## config.mk

```make
export PLATFORM = sky130hd
export DESIGN_NAME = rot_share_ctrl
export DESIGN_NICKNAME = d
export VERILOG_FILES = /design/src/rtl/rot_share_ctrl.sv
export SDC_FILE = /design/constraint.sdc
export NUM_CORES = 1
export LEC_CHECK = 0
export CAP_MARGIN = 15
export CORE_MARGIN = 1
export CORE_UTILIZATION = 40
export CTS_CLUSTER_DIAMETER = 30
export CTS_CLUSTER_SIZE = 12
export DETAILED_ROUTE_END_ITERATION = 16
export PLACE_DENSITY = 0.66
export SYNTH_ARGS = -nofsm -noshare
export SYNTH_HDL_FRONTEND = slang
export SYNTH_SLANG_ARGS = --single-unit
```

## constraint.sdc

```tcl
create_clock -name clk_i -period 2.6 [get_ports clk_i]
set_input_delay 0.52 -clock clk_i [delete_from_list [all_inputs] [get_ports clk_i]]
set_output_delay 0.52 -clock clk_i [all_outputs]
set_load 0.01 [all_outputs]
```

## src/rtl/rot_share_ctrl.sv

```systemverilog
// Two-port arbiter and sequencer for a shared 32-bit left rotator.
// Right rotates are turned into the equivalent left amount when a request is accepted.
module rot_share_ctrl #(
  parameter int DATA_W = 32,
  parameter bit RR_EN  = 1'b1
) (
  input  logic              clk_i,
  input  logic              rst_ni,
  input  logic              req0_valid_i,
  output logic              req0_ready_o,
  input  logic [DATA_W-1:0] req0_data_i,
  input  logic [4:0]        req0_amt_i,
  input  logic              req0_dir_i,
  input  logic              req1_valid_i,
  output logic              req1_ready_o,
  input  logic [DATA_W-1:0] req1_data_i,
  input  logic [4:0]        req1_amt_i,
  input  logic              req1_dir_i,
  output logic              o_valid,
  input  logic              o_ready_i,
  output logic [DATA_W-1:0] o_y,
  output logic              o_id,
  output logic              o_busy
);

  if (DATA_W != 32) begin : g_bad_width
    $error("rot_share_ctrl supports DATA_W = 32 only");
  end

  typedef enum logic [1:0] {
    IDLE = 2'd0,
    ROT  = 2'd1,
    DONE = 2'd2
  } state_t;

  state_t            state;
  logic [DATA_W-1:0] opnd;
  logic [4:0]        amt_q;
  logic              id_q;
  logic              rr_last;
  logic              grant0;
  logic              grant1;
  logic [4:0]        eff0;
  logic [4:0]        eff1;
  logic [DATA_W-1:0] stg [0:5];

  // A right rotate by n is a left rotate by -n modulo 32.
  assign eff0 = req0_dir_i ? (~req0_amt_i + 5'd1) : req0_amt_i;
  assign eff1 = req1_dir_i ? (~req1_amt_i + 5'd1) : req1_amt_i;

  // NOTE: every output of a combinational block gets a default first so no path leaves it unassigned (latch).
  always_comb begin
    grant0 = 1'b0;
    grant1 = 1'b0;
    if (state == IDLE && rst_ni) begin
      if (req0_valid_i && req1_valid_i) begin
        if (RR_EN && !rr_last) grant1 = 1'b1;
        else                   grant0 = 1'b1;
      end else begin
        grant0 = req0_valid_i;
        grant1 = req1_valid_i;
      end
    end
  end

  assign req0_ready_o = grant0;
  assign req1_ready_o = grant1;
  assign o_busy       = (state != IDLE);

  // Log shifter: stage i rotates left by 16 >> i when amount bit 4-i is set.
  assign stg[0] = opnd;
  for (genvar i = 0; i < 5; i++) begin : g_stage
    localparam int SH = 16 >> i;
    assign stg[i+1] = amt_q[4-i] ? {stg[i][DATA_W-1-SH:0], stg[i][DATA_W-1:DATA_W-SH]}
                                 : stg[i];
  end

  // NOTE: sequential state uses non-blocking assignments so every register samples pre-edge values.
  always_ff @(posedge clk_i or negedge rst_ni) begin
    if (!rst_ni) begin
      state   <= IDLE;
      opnd    <= '0;
      amt_q   <= '0;
      id_q    <= 1'b0;
      rr_last <= 1'b1;
      o_valid <= 1'b0;
      o_y     <= '0;
      o_id    <= 1'b0;
    end else begin
      case (state)
        IDLE: begin
          if (grant0 || grant1) begin
            opnd    <= grant1 ? req1_data_i : req0_data_i;
            amt_q   <= grant1 ? eff1 : eff0;
            id_q    <= grant1;
            rr_last <= grant1;
            state   <= ROT;
          end
        end
        ROT: begin
          o_y     <= stg[5];
          o_id    <= id_q;
          o_valid <= 1'b1;
          state   <= DONE;
        end
        DONE: begin
          if (o_ready_i) begin
            o_valid <= 1'b0;
            state   <= IDLE;
          end
        end
        default: begin
          o_valid <= 1'b0;
          state   <= IDLE;
        end
      endcase
    end
  end

endmodule

```

[Word-level counts from Yosys, hierarchy flattened]
Cells that the tools add are included.
Storage, ports and cells
  bits in registers: 75
  input port bits: 81
Operators by class
  $add $sub $neg: 2
  equality and inequality tests: 4
  mux-type cells: 20
  reduce and logical (&&, ||, !) cells: 8
  bitwise gates (word level): 3
Operators with widths (count)
  32-bit two-way mux: 6
  5-bit two-way mux: 3
  5-bit by 1-bit adder with 5-bit output (second input constant): 2
  5-bit NOT: 2
  1-bit two-way mux: 7
  2-bit one-hot mux with 3 select lines: 1
  2-bit AND reduction: 3
  2-bit two-way mux: 2
  1-bit one-hot mux with 3 select lines: 1
  2-bit by 1-bit equality test with 1-bit output (second input constant): 1
  2-bit equality test (second input constant): 1
  1-bit logical AND: 2
  2-bit logical NOT: 1
  2-bit by 1-bit != test with 1-bit output (second input constant): 1
  2-bit != test (second input constant): 1
  2-bit nonzero test: 1
  1-bit logical OR: 1
  1-bit NOT: 1

[Depth between registers and ports, before layout]
Gate-level depths: netlist (run 1).
  word-level depth: 6
  depth in mapped cells: 6
  gate-level depth less buffers: 6

[Least setup slack after synthesis (run 1)]
Ideal clock, no wire load.
  path kind: input to output
  from: input rst_ni
  to: output req1_ready_o
  data arrival time: 1.378 ns
  stages: 4
  setup slack: 0.702 ns
  data required time: 2.080 ns
  path buffers: 1
  cells stage by stage: nor3b_1 > nand3_1 > inv_2 > buf_1
On the way
  word-level cells in the longest chain between the ends: 2
RTL lines
  start: declaration: RTL line 8  | input logic rst_ni,
  1-bit logical AND: RTL line 55  | if (state == IDLE && rst_ni) begin
  1-bit two-way mux: RTL line 55
  end: declaration: RTL line 15  | output logic req1_ready_o,
No other way between the ends.

[Worst setup path after layout (run 1)]
  from: register state[0]
  to: output req1_ready_o
On the way
  word-level cells in the longest chain between the ends: 3
RTL lines
  start: declaration: RTL line 36  | state_t state;
  start signal: assignment: RTL line 81  | state <= IDLE;
  start signal: assignment: RTL line 97  | state <= ROT;
  start signal: assignment: RTL line 104  | state <= DONE;
  2-bit logical NOT: RTL line 55
  1-bit logical AND: RTL line 55
  1-bit two-way mux: RTL line 55
No other way between the ends.

==> results summary, run 1 <==
The run finished with clean final reports. The most critical setup path has its startpoint at state[0]$_DFFE_PN0P_. The uppermost layer routed is met4.

The vertical die dimension came out at 114.3 µm. The warning count from the yosys run is 0. The netlist area before placement is 5047 µm². The violation count after the first detailed-route iteration came out at 278.

Timing would allow up to 0.4200 GHz. The area overhead of the layout relative to synthesis is 32.08%. Setup repair after global routing left no endpoint under its margin. The post-cts hold buffer count came out at 0. The clock latency of the later-clocked register in the worst-skew pair is 0.33 ns. The post-synthesis cell type with the largest combined area is dfrtp_1.

The total negative slack for setup checks came out at 0 ns. The start of the worst register-to-register path is amt_q[3]$_DFFE_PN0P_. The initial antenna violation count was 0.

The number of max-slew violations in the final report is 0. The number of H-tree levels came out at 3. Of all nets on the critical path, the largest fanout is 6.

The number of setup buffers added after CTS came out at 0. The share of final-layout standard cells stronger than drive strength 1 is 17.02%. Ranked by total cell area, the synthesized netlist is headed by dfrtp_1 (37%), mux4_2 (13%), mux2_4 (8.6%). In this run, post-CTS repair resized a total of 0 instances. The total iterations of the first detailed-routing run is 5. The count of vias placed by the detailed router is 4434. The average size of a mapped cell came out at 9.763 µm². TritonCTS created 9 clock buffers. The share of synthesized area occupied by flip-flops and latches came out at 37.21%. The finished layout cell area came out at 6666 µm².

The clock period minus final worst setup slack came out at 2.381 ns. The dominant register cell in the synthesized netlist is dfrtp_1. TritonCTS built the clock tree. The data arrival time of the worst path came out at 1.86 ns. Of all flip-flops after synthesis, the portion carrying an async set or reset was 100.0%. The clock slew at the register clock pins of the worst setup and hold paths came out at 0.05 ns. STA classifies the critical path startpoint as a flip-flop.

For this block, wires on met1 add up to 5946 µm. The maximum number of pins on one net before global-route repair came out at 76. The number of synthesized register bits is 75. The repair_antennas step left the layout with diodes totalling 0.

The critical path is of the flip-flop to output pin type. The total die area came out at 13070 µm². The count of input and output buffers came out at 117.

The cell sitting at the root of the clock tree is a clkbuf_16. 118 I/O pins were placed. Setup violations remaining at the end of the flow were counted as 0. The ratio of final minimum period to clock period is 91.58%. The total global routing overflow came out at 0. The worst clock skew on the final layout is 0.003993 ns. The portion of synthesized cell area occupied by the leading cell type is 36.69%. The floorplan step set the die width to 114.3 µm.

The final core utilization is 54.81%. The worst pin sits at a relative slew slack of 37.59%. The count of max-cap constraint violations is 0. The critical path data required time came out at 2.08 ns. The count of flip-flops with a built-in enable after synthesis is 0. The distinct cell type count of the synthesized netlist came out at 33. The worst-case vdd ir drop came out at 0.4949 mV.

The via count of the first global-routing pass came out at 4233. The average wire per standard cell is 16.65 µm. In the detailed route, the total length drawn on met3 is 869 µm. The number of routed nets with antenna violations is 0. The site row count is 40. The TritonCTS sink count is 75. Power spread over the standard cell area amounts to 1332 nW/µm². The post-route DRC violation count came out at 0.

The final layout net count is 695. The net count of the mapped netlist is 600. Using the TritonRoute via totals, the vias-per-cell ratio works out to 5.648.

The min-delay analysis places its worst path in the category primary input to asynchronous set/reset pin. The total of fill cells in the finished design came out at 1109. The number of placed instances, taps included, is 769.

The cell leakage power came out at 2.654 nW. Across all hold checks on the routed design, the worst slack comes to 0.4427 ns. The post-detailed-placement half-perimeter wirelength is 10040 µm. The final layout contains routed wiring with a total length of 13070 µm.

The routed length on met2 came out at 6048 µm. The global placement routability congestion is 0.8442. Across all register-to-register paths, the minimum setup slack is 0.42 ns. The area of combinational cells with multiple inputs is 2932 µm². Registers take 1879 µm².

The first global-routing pass estimated 21580 µm of wire. For the pin with the worst max-slew slack, the measured transition is 0.9361 ns. The largest buffer count on any clock path came out at 2. The endpoint class of the critical path is an output pin. For this configuration, the core starts out at a cell density of 41.50%. The post-synthesis cell count came out at 517. In this run the standard cell core region covers 12160 µm².

The number of hold violations in the final report is 0. The number of non-filler instances in the completed layout is 785. The placement-stage cell area is 6325 µm². The global router's overall resource usage is 21.14%.
## worst max-delay path: stages, from the launching register on
cell and delay (ns):
dfrtp_1 0.43, nor3b_2 0.27, nand3_1 0.16, inv_2 0.13
clkdlybuf4s50_1 0.55
## area by class of cell
cell class	count	share of cell area, %
sequential	75	28.19
clock buffer	11	3.791
clock inverter	5	1.258
multi-input combinational	389	43.98
timing repair buffer	131	19.29
tap	168	3.153
inverter	6	0.3378
## where the power goes
group	switching, W	internal (W)
sequential	0.000450	0.00172
combinational	0.00266	0.00268
clock	0.000470	0.000895
total	0.00358	0.00529
## final timing paths
path,to,cells after the start
worst max register to register,o_y[16]$_DFFE_PN0P_,5
worst min register to register,rr_last$_DFFE_PN1P_,2
min in group clk_i,rr_last$_DFFE_PN1P_,2
worst max-delay path,req1_ready_o,4
worst min-delay path,o_y[30]$_DFFE_PN0P_,2
max in group asynchronous,amt_q[3]$_DFFE_PN0P_,2
## layout by cell type, fill, tap and decap left out, types with 5 or more instances in the layout
cell / count
a21oi_1: 8
clkbuf_16: 9
mux2_2: 5
o22ai_1: 58
o41ai_1: 6
mux2_4: 29
nor2_1: 38
nand2b_1: 7
clkdlybuf4s50_1: 116
buf_4: 14
nand2_1: 111
mux4_2: 30
o31ai_1: 29
a31oi_1: 33
o21ai_0: 5
dfrtp_1: 73
## cell families after synthesis
logic type | Yosys count | share of synthesized area (%)
compound gates | 146 | 19.06
mux | 68 | 23.92
fa+ha+maj | 2 | 0.4957
buf+inv | 53 | 4.859
simple gates | 169 | 13.76
flops | 75 | 37.21
xor+xnor | 4 | 0.6940
## synth_stat cells, types with 3 or more instances
| master | instances |
|---|---|
| nand2b_1 | 8 |
| nor2_1 | 38 |
| clkbuf_1 | 27 |
| o22a_1 | 4 |
| a31oi_1 | 33 |
| mux2i_1 | 4 |
| mux2_2 | 5 |
| nor3b_1 | 3 |
| buf_1 | 7 |
| or2_2 | 3 |
| buf_6 | 4 |
| o31ai_1 | 29 |
| mux2_4 | 29 |
| dfrtp_1 | 74 |
| o22ai_1 | 58 |
| buf_2 | 7 |
| xnor2_1 | 4 |
| o41ai_1 | 6 |
| o21ai_0 | 5 |
| nand2_1 | 111 |
| inv_1 | 5 |
| mux4_2 | 30 |
| a21oi_1 | 8 |
## registers in the layout (all words and copies together), names as in the netlist
signal / flops
rr_last: 1
id_q: 1
opnd: 32
state: 2
amt_q: 5
o_y: 32
o_valid: 1
o_id: 1
## metal layers
metal / vias to the layer above / GRT usage [%]
li1: 2130 / -
met1: 2093 / 29.86
met2: 198 / 32.69
met3: 13 / 4.076
met4: 0 / 7.013
met5: - / 0
## per-stage QoR
stage / setup slack, ns / power, W
after floorplan: 0.7015 / 0.005849
after global placement: 0.2453 / 0.007342
after detailed placement: 0.2309 / 0.007503
after CTS: 0.04243 / 0.008889
after global routing: 0.1118 / 0.009481
final: 0.2189 / 0.008878
(Power assumes the default switching activity.)
==> run 2: changes to the inputs <==
--- a/config.mk
+++ b/config.mk
@@ -7,11 +7,11 @@
 export LEC_CHECK = 0
 export CAP_MARGIN = 15
 export CORE_MARGIN = 1
-export CORE_UTILIZATION = 40
+export CORE_UTILIZATION = 46
 export CTS_CLUSTER_DIAMETER = 30
 export CTS_CLUSTER_SIZE = 12
 export DETAILED_ROUTE_END_ITERATION = 16
-export PLACE_DENSITY = 0.66
+export PLACE_DENSITY = 0.75
 export SYNTH_ARGS = -nofsm -noshare
 export SYNTH_HDL_FRONTEND = slang
 export SYNTH_SLANG_ARGS = --single-unit
==> run 2 against run 1 <==
Against the previous run:
- final cell count fell by 4.1%
- sequential share of layout area increased by 0.75 points
- flip-flop and latch count unchanged
- sequential power is essentially flat
- clock skew is 0.0095 ns higher
- wire length fell by 5.0%
- die area shrank 13%
- critical path type unchanged
- register-to-register slack improved by 0.03 ns
- count of clock-buffer cells in the layout grew 1
- core utilization grew 7.3 points
- power is 5.3% lower
- first-iteration DRC count increased by 4.3%
==> results summary, run 2 (synthesis gave the netlist of run 1 again) <==
The first-pass GRT wire length came out at 20000 µm (-7.3%). The remaining max-slew budget at the tightest pin came out at 39.50% (+1.9 points). The ratio of final minimum period to clock period is 92.01% (+0.43 points). The minimum setup slack among reg-to-reg paths is 0.45 ns (+0.03 ns).

The pin slew with the least headroom to its limit is 0.9075 ns (-0.02866 ns). The pre-CTS setup slack is 0.2486 ns (+0.01771 ns). The initial antenna violation count came to 0 (unchanged).

The violation count after the first detailed-route iteration came to 290 (+4.3%). The clock slew at the register clock pins of the worst setup and hold paths was 0.08 ns (+0.03 ns). The kind of start point of the critical path is a flip-flop. The post-cts hold buffer count is 0 (unchanged). The number of cells upsized or downsized after cts came to 0 (unchanged). The global placement routability congestion came to 0.9058 (+7.3%).

The area of the core came out at 10460 µm² (-14%). The power per standard cell area was 1294 nW/µm² (-2.8%). The critical path start-end classification is flip-flop to output pin. The total iterations of the first detailed-routing run came out at 5 (unchanged). The worst register-to-register path begins at amt_q[3]$_DFFE_PN0P_. The number of H-tree levels is 3 (unchanged). The post-detailed-placement half-perimeter wirelength came to 9549 µm (-4.9%). The die boundary width came out at 106.8 µm (-6.6%). The total die area came out at 11400 µm² (-13%). The cell leakage power is 2.603 nW (-1.9%). The starting density of the core came to 48.24% (+6.7 points). The site row count came out at 37 (-7.5%). The worst register-to-register path ends at o_y[16]$_DFFE_PN0P_. The maximum number of pins on one net before global-route repair came to 76 (unchanged). The slack of the critical path came out at 0.2077 ns (-0.01120 ns).

The total negative slack for setup checks was 0 ns (unchanged). The endpoint class of the critical path is an output pin. The worst clock skew on the final layout came to 0.01346 ns (+0.009471 ns).

Setup repair after global routing left no endpoint under its margin. The number of setup buffers added after CTS was 0 (unchanged). The number of hold violations in the final report came out at 0 (unchanged). The data arrival time of the worst path came out at 1.87 ns (about the same). The clock period minus final worst setup slack is 2.392 ns (+0.01120 ns). The TritonCTS sink count is 75 (unchanged).

The global router's overall resource usage is 22.22% (+1.1 points). The number of inserted diodes came out at 0 (unchanged). The number of cells in the design after placement came out at 737 (-4.2%). The share of final-layout standard cells stronger than drive strength 1 is 16.86% (-0.16 points).

The delay of the slowest cell on the worst path is 0.54 ns (about the same). The wire length after detailed routing came out at 12410 µm (-5.0%). The highest net fanout along the worst path came out at 6 (unchanged).

The post-route DRC violation count is 0 (unchanged). The count of input and output buffers is 117 (unchanged). The count of vias placed by the detailed router is 4446 (+0.27%).

The top-level port count was 118 (unchanged). The via count of the first global-routing pass came out at 4090 (-3.4%). The area overhead of the layout relative to synthesis is 28.66%. Leaving out fill and tap cells, the most frequent cell in the layout is clkdlybuf4s50_1. The path class of the tightest hold or removal check is primary input to asynchronous set/reset pin.

The average wire per standard cell is 16.48 µm (-1.0%). Walking the worst path, the cells encountered are nor3b_2 > nand3_1 > inv_2 > clkdlybuf4s50_1. The total global routing overflow came to 0 (unchanged).

TritonCTS built the clock tree. The setup violation total in the final timing report is 0 (unchanged). The highest clock rate came to 0.4180 GHz (-0.47%). The routed via count divided by cell count is 5.904 (+4.5%). In the final layout, the registers with the most flip-flops are o_y: 32 flops, opnd: 32 flops, amt_q: 5 flops. The count of max-cap constraint violations was 0 (unchanged). The clock latency of the later-clocked register in the worst-skew pair came to 0.35 ns (+0.02 ns). The count of cells along the worst register-to-register path is 5 (unchanged). The number of non-filler instances in the completed layout was 753 (-4.1%). Leaving out fill and tap cells, the most frequent cells in the layout are clkdlybuf4s50_1 (116), nand2_1 (111), dfrtp_1 (73).

The number of max-slew violations in the final report is 0 (unchanged). The vertical die dimension came out at 106.8 µm (-6.6%). The number of routed nets with antenna violations is 0 (unchanged). The run finished with clean final reports. The slowest library cell on the worst path is clkdlybuf4s50_1. The largest buffer count on any clock path was 2 (unchanged).

The CTS buffer count came out at 9 (unchanged). The final layout net count is 695 (unchanged). The most critical setup path has its startpoint at state[0]$_DFFE_PN0P_.

The worst-case vdd ir drop came out at 0.4981 mV (+0.65%). The critical path data required time is 2.08 ns (about the same). The cell sitting at the root of the clock tree is a clkbuf_8.
[run 2: cell type report]
class / count / area (µm²)
fillers: 914 / 3969
multi-input cells: 389 / 2932
flip-flops and latches: 75 / 1879
repair buffers: 131 / 1286
well taps: 136 / 170.2
clock buffers: 12 / 155.1
clock inverters: 4 / 48.80
inverters: 6 / 22.52
[run 2: worst max path at each step]
stage | slack (ns) | cells after the start | to
after global placement | 0.26 | 5 | req1_ready_o
after detailed placement | 0.25 | 5 | req1_ready_o
after floorplan | 0.70 | 4 | req1_ready_o
final | 0.21 | 4 | req1_ready_o
after CTS | 0.04 | 4 | req1_ready_o
after global routing | 0.09 | 4 | req1_ready_o
[run 2: power breakdown]
group | switching [W] | internal (W) | leakage, nW
clock network | 0.000421 | 0.000495 | 0.106
registers | 0.000436 | 0.00171 | 0.870
logic | 0.00265 | 0.00269 | 1.63
[run 2: routing by layer]
layer | vias up | part of all wire (%) | global-route usage [%]
li1 | 2134 | - | -
met1 | 2088 | 45 | 32.01
met2 | 203 | 47 | 34.19
met3 | 21 | 6.6 | 3.100
met4 | 0 | 2.0 | 8.219
met5 | - | 0 | 0
[run 2: per-stage QoR]
stage / total power (W) / hold WS, ns / instance area, µm² / utilization (%)
floorplan: 0.005849 / 0.2244 / 5047 / -
CTS: 0.008363 / 0.4289 / 6489 / 62.02
global route: 0.008929 / 0.4938 / 6494 / 62.07
finish: 0.008405 / 0.3773 / 6494 / 62.07
global placement: 0.007279 / 0.4556 / 6285 / 60.07
detailed placement: 0.007443 / 0.4676 / 6285 / 60.07
[run 2: critical path, delay by kind of cell (launching register included)]
kind / cells / cell delay [ns]
AND/OR/NAND/NOR: 2 / 0.44
buffers and inverters: 2 / 0.65
flip-flops: 1 / 0.44
